### src/rtl/reg_cmd_bridge.sv
// Register-command bridge: buffers processor write/read commands in a FIFO and
// issues them one at a time over a four-phase req/ack handshake with timeout.
module reg_cmd_bridge #(
    parameter int AW      = 6,
    parameter int DW      = 16,
    parameter int DEPTH   = 4,
    parameter int TIMEOUT = 255
) (
    input  logic                       clk,
    input  logic                       rst_n,
    input  logic [AW-1:0]              p_address,
    input  logic [DW-1:0]              p_data,
    input  logic                       p_wr,
    input  logic                       p_rd,
    output logic                       p_full,
    output logic [$clog2(DEPTH):0]     q_level,
    output logic [DW-1:0]              p_data_back,
    output logic                       p_rd_valid,
    output logic                       p_err,
    input  logic                       p_err_clr,
    output logic                       m_req,
    output logic [AW-1:0]              m_addr,
    output logic [DW-1:0]              m_data,
    output logic                       m_wr,
    input  logic                       m_ack,
    input  logic [DW-1:0]              m_rdata
);

    localparam int PW = $clog2(DEPTH);
    localparam int LW = PW + 1;
    localparam int CW = (TIMEOUT > 0) ? $clog2(TIMEOUT + 1) : 1;

    typedef enum logic [1:0] {
        IDLE    = 2'd0,
        REQ     = 2'd1,
        RELEASE = 2'd2
    } state_e;

    typedef struct packed {
        logic [AW-1:0] addr;
        logic [DW-1:0] data;
        logic          wr;
    } cmd_t;

    cmd_t            mem_q [DEPTH];
    cmd_t            push_cmd;
    cmd_t            head_cmd;

    state_e          state_q, state_d;
    logic [PW-1:0]   wr_ptr_q, wr_ptr_d;
    logic [PW-1:0]   rd_ptr_q, rd_ptr_d;
    logic [LW-1:0]   level_q, level_d;
    logic [CW-1:0]   cnt_q, cnt_d;
    logic [CW:0]     cnt_inc;
    logic            tmo;
    logic            m_req_q, m_req_d;
    logic [AW-1:0]   m_addr_q, m_addr_d;
    logic [DW-1:0]   m_data_q, m_data_d;
    logic            m_wr_q, m_wr_d;
    logic [DW-1:0]   data_back_q, data_back_d;
    logic            rd_valid_q, rd_valid_d;
    logic            err_q, err_d;
    logic            err_set;
    logic            full;
    logic            push;
    logic            pop;

    // Fullness is judged on the registered level, so a same-cycle pop never frees a slot early.
    assign full     = (level_q == LW'(DEPTH));
    assign push     = (p_wr | p_rd) & ~full;
    assign push_cmd = '{addr: p_address, data: p_data, wr: p_wr};
    assign head_cmd = mem_q[rd_ptr_q];

    // NOTE: command storage has no reset; the level counter alone defines which entries are valid.
    always_ff @(posedge clk) begin
        if (push) begin
            mem_q[wr_ptr_q] <= push_cmd;
        end
    end

    always_comb begin
        wr_ptr_d = wr_ptr_q;
        rd_ptr_d = rd_ptr_q;
        level_d  = level_q;
        if (push) begin
            wr_ptr_d = wr_ptr_q + PW'(1);
        end
        if (pop) begin
            rd_ptr_d = rd_ptr_q + PW'(1);
        end
        case ({push, pop})
            2'b10:   level_d = level_q + LW'(1);
            2'b01:   level_d = level_q - LW'(1);
            default: level_d = level_q;
        endcase
    end

    assign cnt_inc = {1'b0, cnt_q} + (CW + 1)'(1);
    assign tmo     = (TIMEOUT > 0) && (cnt_inc == (CW + 1)'(TIMEOUT));

    // NOTE: every always_comb output gets a default first so no path can infer a latch.
    always_comb begin
        state_d     = state_q;
        cnt_d       = cnt_q;
        m_req_d     = m_req_q;
        m_addr_d    = m_addr_q;
        m_data_d    = m_data_q;
        m_wr_d      = m_wr_q;
        data_back_d = data_back_q;
        rd_valid_d  = 1'b0;
        err_set     = 1'b0;
        pop         = 1'b0;
        case (state_q)
            IDLE: begin
                cnt_d = '0;
                if ((level_q != '0) && !m_ack) begin
                    pop      = 1'b1;
                    m_req_d  = 1'b1;
                    m_addr_d = head_cmd.addr;
                    m_data_d = head_cmd.data;
                    m_wr_d   = head_cmd.wr;
                    state_d  = REQ;
                end
            end
            REQ: begin
                if (m_ack) begin
                    m_req_d = 1'b0;
                    if (!m_wr_q) begin
                        data_back_d = m_rdata;
                        rd_valid_d  = 1'b1;
                    end
                    cnt_d   = '0;
                    state_d = RELEASE;
                end else if (tmo) begin
                    m_req_d = 1'b0;
                    err_set = 1'b1;
                    cnt_d   = '0;
                    state_d = RELEASE;
                end else begin
                    cnt_d = cnt_inc[CW-1:0];
                end
            end
            RELEASE: begin
                if (!m_ack) begin
                    cnt_d   = '0;
                    state_d = IDLE;
                end else if (tmo) begin
                    err_set = 1'b1;
                    cnt_d   = '0;
                    state_d = IDLE;
                end else begin
                    cnt_d = cnt_inc[CW-1:0];
                end
            end
            default: begin
                state_d = IDLE;
            end
        endcase
        // A timeout in the same cycle as a clear must still leave the flag set.
        err_d = err_set ? 1'b1 : (p_err_clr ? 1'b0 : err_q);
    end

    // NOTE: sequential state uses non-blocking assignments only, so all flops update together.
    always_ff @(posedge clk or negedge rst_n) begin
        if (!rst_n) begin
            state_q     <= IDLE;
            wr_ptr_q    <= '0;
            rd_ptr_q    <= '0;
            level_q     <= '0;
            cnt_q       <= '0;
            m_req_q     <= 1'b0;
            m_addr_q    <= '0;
            m_data_q    <= '0;
            m_wr_q      <= 1'b0;
            data_back_q <= '0;
            rd_valid_q  <= 1'b0;
            err_q       <= 1'b0;
        end else begin
            state_q     <= state_d;
            wr_ptr_q    <= wr_ptr_d;
            rd_ptr_q    <= rd_ptr_d;
            level_q     <= level_d;
            cnt_q       <= cnt_d;
            m_req_q     <= m_req_d;
            m_addr_q    <= m_addr_d;
            m_data_q    <= m_data_d;
            m_wr_q      <= m_wr_d;
            data_back_q <= data_back_d;
            rd_valid_q  <= rd_valid_d;
            err_q       <= err_d;
        end
    end

    assign p_full      = full;
    assign q_level     = level_q;
    assign p_data_back = data_back_q;
    assign p_rd_valid  = rd_valid_q;
    assign p_err       = err_q;
    assign m_req       = m_req_q;
    assign m_addr      = m_addr_q;
    assign m_data      = m_data_q;
    assign m_wr        = m_wr_q;

endmodule

### config.mk
export PLATFORM = sky130hd
export DESIGN_NAME = reg_cmd_bridge
export DESIGN_NICKNAME = d
export VERILOG_FILES = /design/src/rtl/reg_cmd_bridge.sv
export SDC_FILE = /design/constraint.sdc
export NUM_CORES = 1
export LEC_CHECK = 0
export BUFFER_PORTS_ARGS = -buffer_cell sky130_fd_sc_hd__buf_2
export CORE_ASPECT_RATIO = 1.75
export CORE_MARGIN = 5
export CORE_UTILIZATION = 50
export CTS_CLUSTER_SIZE = 30
export DETAILED_ROUTE_END_ITERATION = 10
export GPL_ROUTABILITY_DRIVEN = 0
export PLACE_DENSITY_LB_ADDON = 0.1
export SYNTH_ARGS = -nofsm -noshare
export SYNTH_HDL_FRONTEND = slang
export SYNTH_SLANG_ARGS = --single-unit
### constraint.sdc
create_clock -name clk -period 2.7 [get_ports clk]
set_input_delay 0 -clock clk [delete_from_list [all_inputs] [get_ports clk]]
set_output_delay 0 -clock clk [all_outputs]
set_load 0.05 [all_outputs]
Word level (Yosys, flattened, before mapping)

Memories as Yosys holds them, arrays and structs flattened. A register that Yosys moved wholly into a read port is not among the register bits.
Index checks and enable logic that the tools add are counted.

$add $sub $neg: 5
Equal/unequal tests: 9
Mux-type cells: 28
Bitwise gates (word level): 4
Reduce and logical (&&, ||, !) cells: 13

Operators with widths:

| operator                                                            | number |
|---|---|
| 8-bit 2-to-1 mux                                                    | 3 |
| 8-bit case mux with 3 select lines                                  | 1 |
| 1-bit 2-to-1 mux                                                    | 15 |
| 2-bit 2-to-1 mux                                                    | 5 |
| 8-bit by 1-bit adder with 9-bit output (second input constant)      | 1 |
| 9-bit by 8-bit == test with 1-bit output (second input constant)    | 1 |
| 3-bit AND reduction                                                 | 3 |
| 3-bit != test (second input constant)                               | 2 |
| 2-bit case mux with 3 select lines                                  | 1 |
| 3-bit case mux with 2 select lines                                  | 1 |
| 2-bit nonzero test                                                  | 3 |
| 3-bit nonzero test                                                  | 2 |
| 2-bit by 1-bit adder with 2-bit output (second input constant)      | 2 |
| 2-bit by 1-bit == test with 1-bit output (second input constant)    | 2 |
| 2-bit == test (second input constant)                               | 2 |
| 1-bit case mux with 2 select lines                                  | 2 |
| 3-bit by 1-bit adder with 3-bit output (second input constant)      | 1 |
| 3-bit == test (second input constant)                               | 1 |
| 3-bit by 1-bit subtractor with 3-bit output (second input constant) | 1 |
| 1-bit zero test                                                     | 2 |
| 2-bit zero test                                                     | 1 |
| 2-bit != test (second input constant)                               | 1 |
| 1-bit inverter                                                      | 2 |
| 2-bit AND reduction                                                 | 1 |
| 3 further kinds                                                     | 3 |

Register bits: 36
RAM bits: 92
Memories: 1

Memory list:

| name  | words | width | rd ports | clocked after memory_dff | wr ports | line | source |
|---|---|---|---|---|---|---|---|
| mem_q | 4     | 23    | 1        | 1                        | 1        | 45   | `cmd_t mem_q [DEPTH];` |

Longest topological paths before layout

Depth in word-level cells: 6
Gate-level depth with buffers: 11
Gate-level depth less buffers: 10

Worst setup path before layout

OpenSTA, ideal clock, no wires.

Path kind: flip-flop to flip-flop
Start point: reg level_q[0] (netlist: q_level[0])
End point: reg level_q[2] (netlist: q_level[2])
Arrival time: 2.496 ns
Path slack: 0.122 ns
Stages on the path, launching flop included: 11
Path through: dfrtp_1 inv_1 and3_1 nor2_1 inv_1 ha_1 inv_1 fa_1 xor2_1 nor2_1 xor2_1

RTL lines:

| element                                                                   | line | source |
|---|---|---|
| start: declaration                                                        | 52   | `logic [LW-1:0] level_q, level_d;` |
| start signal: assignment                                                  | 182  | `level_q <= level_d;` |
| 3-bit == test *                                                           | 69   | `assign full = (level_q == LW'(DEPTH));` |
| named net p_full                                                          | 15   | `output logic p_full,` |
| 1-bit inverter *                                                          | 70   | `assign push = (p_wr \| p_rd) & ~full;` |
| 1-bit AND *                                                               | 70   |  |
| 2-bit by 1-bit == test with 1-bit output or 2-bit == test (tied branches) | 91   | `case ({push, pop})` |
| 3-bit case mux with 2 select lines or 2-bit nonzero test (tied branches)  | -    |  |

Mark *: on every way through the listed nets, which the timed path passes. The rest lies on a longest branch.
A chain may end at the register's enable or synchronous reset.

Worst setup path after layout

Start point: reg level_q[0] (netlist: q_level[0])
End point: reg level_q[2] (netlist: q_level[2])

Cells in the longest elaborated chain, start to end: 6

RTL lines:

| element                                                                   | line | source |
|---|---|---|
| 3-bit nonzero test                                                        | 116  | `if ((level_q != '0) && !m_ack) begin` |
| 1-bit logical AND                                                         | 116  |  |
| 1-bit 2-to-1 mux                                                          | 116  |  |
| 1-bit 2-to-1 mux                                                          | 113  | `case (state_q)` |
| 2-bit by 1-bit == test with 1-bit output or 2-bit == test (tied branches) | 91   |  |
| 3-bit case mux with 2 select lines or 2-bit nonzero test (tied branches)  | -    |  |

Parallel ways exist; a longest one is shown, timed or not.

==> out/qor_table.md <==
| Result | Value |
|---|---|
| Fin. Hold Viols | 0 |
| Clk pin slew, worst setup/hold paths | 60 ps |
| Half-perimeter wire length after detailed placement | 7510 microns |
| Share of total power in sequential cells | 39.0% |
| Worst VDD drop | 683 uV |
| Placement row count | 52 |
| CP max stage cell | sky130_fd_sc_hd__dfrtp_1 |
| Wire length of the first global-routing pass | 18600 microns |
| Internal power summed over all cells | 5.82 mW |
| Area growth syn-to-layout | 27.2% |
| Area of the die | 14300 sq um |
| Required @ worst endpoint | 2990 ps |
| Primary flip-flop cell chosen by synthesis mapping | sky130_fd_sc_hd__edfxtp_1 |
| Number of max-slew violations in the final report | 0 |
| Sw Pwr | 3.54 mW |
| Number of placed instances with taps included | 586 |
| Time the worst path needs with I/O delays and setup | 2070 ps |
| Input/output buffers | 89 |
| Crit Path Max Fanout | 8 |
| Antenna Violating Nets Remaining | 0 |
| Remaining global-route overflow | 0 |
| Post-synth EDFFs | 92 |
| Setup Skew | 8.36 ps |
| Tightest hold margin | 104 ps |
| Setup repair bufs after CTS | 0 |
| Maximum clock path buffer count | 2 |
| PD cells | 1230 nW/um^2 |
| Remaining routing DRC violations | 0 |
| Via count normalized by instance count | 5.35 |
| Worst Tran Pin Value | 546 ps |
| Total number of H-tree levels | 4 |
| Clock tree root driver cell | sky130_fd_sc_hd__clkbuf_16 |
| Maximum clock rate | 0.482 GHz |
| Part of the total power dissipated in the clock network | 23.3% |
| Total I/O pin count | 90 |
| Initial core utilization | 51.3% |
| Number of antenna violations at the first check in global routing | 0 |
| Unrepaired setup endpoints after global routing | no |
| Total negative slack for setup checks | 0 ps |
| Synthesized Nets | 421 |
| Count of cells resized by post-cts repair | 0 |
| Post-route setup slack | 625 ps |
| Clk sink count | 151 |
| Tcrit/Tclk final | 76.8% |
| Placed inst area | 6630 sq um |
| Async set or reset register ratio after synthesis | 39.1% |
| Hold-fix buffers, CTS | 42 |
| Number of library cell types mapped by synthesis | 39 |
| Synth Cell Area | 5970 sq um |
| Overall power | 9.36 mW |
| GRT Resource Usage Total | 17.2% |
| Clk Latency, worst-skew pair | 410 ps |
| Critical path buffer and inverter count | 3 |
| Vias in the first global route | 3673 |
| Arrival time worst endpoint | 2370 ps |
| Floorplan die height | 155 microns |
| Total Nets Final | 569 |
| Die span in x | 92.6 microns |
| Category of the most critical setup path | register to register |
| Fraction of layout cells with a size suffix above 1 | 34.5% |
| Most Frequent Cell on Critical Path | sky130_fd_sc_hd__inv_1 |
| Sort of element at the start of the critical path | register |
| Number of flip-flops and latches in the synthesized netlist | 151 |
| Total number of vias | 3532 |
| Relative contribution of combinational cells to total power | 37.6% |
| Total core area | 11600 sq um |
| Delay of the slowest cell on the worst path | 390 ps |
| Commonest cells after routing, fill and taps aside | 92 x sky130_fd_sc_hd__edfxtp_1, 89 x sky130_fd_sc_hd__buf_2, 61 x sky130_fd_sc_hd__nand2_1 |
| Utilization of the core after routing | 65.2% |
| TritonCTS clock tree | done |
| Total inserted antenna cells | 0 |
| Most common cell after layout, fill and taps aside | sky130_fd_sc_hd__edfxtp_1 |
| Count of maximum capacitance violations | 0 |
| Max-slew headroom at the worst pin | 63.6% |
| Final setup vio count | 0 |
| Switching Share | 37.9% |
| Pin count of the biggest net entering global routing | 27 |
| Family of cells with the greatest summed delay on the critical path | simple AND/OR/NAND/NOR gates |
| Worst path cell trace | inv_1, and3_1, nor2_1, inv_1, ha_1, inv_1, fa_1, xor2_1, nor2_1, xor2_1 |
| Met2 Resource Use GR | 29.4% |
| Sequential-to-total area share from yosys stat | 71.0% |
| Aggregate routed wire length | 11500 microns |
| Yosys warning count | 0 |
| Number of buffers inserted during clock tree synthesis | 17 |
| Average cell area after synthesis | 16.4 sq um |
| Worst setup EP type | register |
| Number of instances in the synthesized netlist | 364 |
| Met3 track utilization from global routing | 4.62% |
| Avg WL per Cell | 17.4 microns |
| Result of the run | completed |
| Final instance area | 7600 sq um |
| Leakage power of the design | 3.10 nW |
| Number of violations reported at the end of detailed-routing iteration 0 | 164 |
| Met1 global-route usage | 20.7% |
| Non-filler cells in the finished layout | 660 |
| GR peak layer | met2 |
| Number of search-and-repair iterations in the first detailed-routing pass | 4 |
| Worst hold path class | input port to asynchronous set/reset pin |
| Worst slack at placement | 643 ps |
==> power by group through the flow <==
stage,Combinational [mW],Clock [mW],Sequential [mW]
2_1_floorplan,1.57,0,4.70
3_3_place_gp,3.48,0,3.66
3_5_place_dp,3.54,0,3.71
4_1_cts,3.59,2.23,3.67
5_1_grt,3.77,2.33,3.75
6_report,3.52,2.18,3.65
==> cells in the mapped netlist (6+ instances only) <==
cell type                  count  share of area, %
sky130_fd_sc_hd__edfxtp_1     92                46
sky130_fd_sc_hd__nand2_1      61               3.8
sky130_fd_sc_hd__dfrtp_1      59                25
sky130_fd_sc_hd__mux2_2       23               4.3
sky130_fd_sc_hd__mux4_2       23               8.7
sky130_fd_sc_hd__inv_1        14              0.88
sky130_fd_sc_hd__ha_1         12               2.5
sky130_fd_sc_hd__nor2_1        7              0.44
sky130_fd_sc_hd__o21ai_0       7              0.59
sky130_fd_sc_hd__buf_2         6              0.50
sky130_fd_sc_hd__clkbuf_1      6              0.38
sky130_fd_sc_hd__nand3_1       6              0.50
==> state kept, by name (all words and copies together) (netlist names) <==
name and flops:
p_err 1, m_data 16, m_wr 1, mem_q 92
m_addr 6, p_data_back 16, p_rd_valid 1, m_req 1
rd_ptr_q 2, q_level 3, wr_ptr_q 2, state_q 2
cnt_q 8
==> cells by family (layout without fill, tap and decap cells) <==
group                    Yosys count  count (layout)  synth area share (%)
XOR/XNOR                           7               7                  1.03
AO/OA/AOI/OAI                     22              22                  2.54
buffers and inverters             27             188                  1.82
AND/OR/NAND/NOR                   93              93                  6.83
adder cells (fa/ha/maj)           13              13                  2.85
multiplexers                      51              51                  13.9
flip-flops                       151             151                  71.0
==> worst paths after layout <==
| kind | slack (ps) | depth (start not counted) | startpoint | endpoint |
|---|---|---|---|---|
| min in group clk | 190 | 4 | p_rd | wr_ptr_q[0] |
| hold / removal | 100 | 2 | rst_n | cnt_q[7] |
| hold reg to reg | 470 | 2 | p_data_back[9] | p_data_back[9] |
| setup reg to reg | 630 | 10 | q_level[0] | q_level[2] |
| setup / recovery | 630 | 10 | q_level[0] | q_level[2] |
| max in group asynchronous | 1900 | 3 | rst_n | rd_ptr_q[0] |
==> routing by layer <==
| metal | vias up | share of wire, % | wire [microns] |
|---|---|---|---|
| li1 | 1639 | - | - |
| met2 | 101 | 52 | 6000 |
| met4 | 0 | 1.9 | 223 |
| met5 | - | 0 | 0 |
| met3 | 19 | 4.8 | 554 |
| met1 | 1773 | 41 | 4710 |
==> layout make-up <==
class,count,area (sq um)
flip-flops and latches,151,4240
fillers,843,4050
multi-input cells,186,1630
repair buffers,141,953
clock buffers,21,450
well taps,135,169
clock inverters,11,100
inverters,15,56.3
Power figures use the tool's default switching activity.
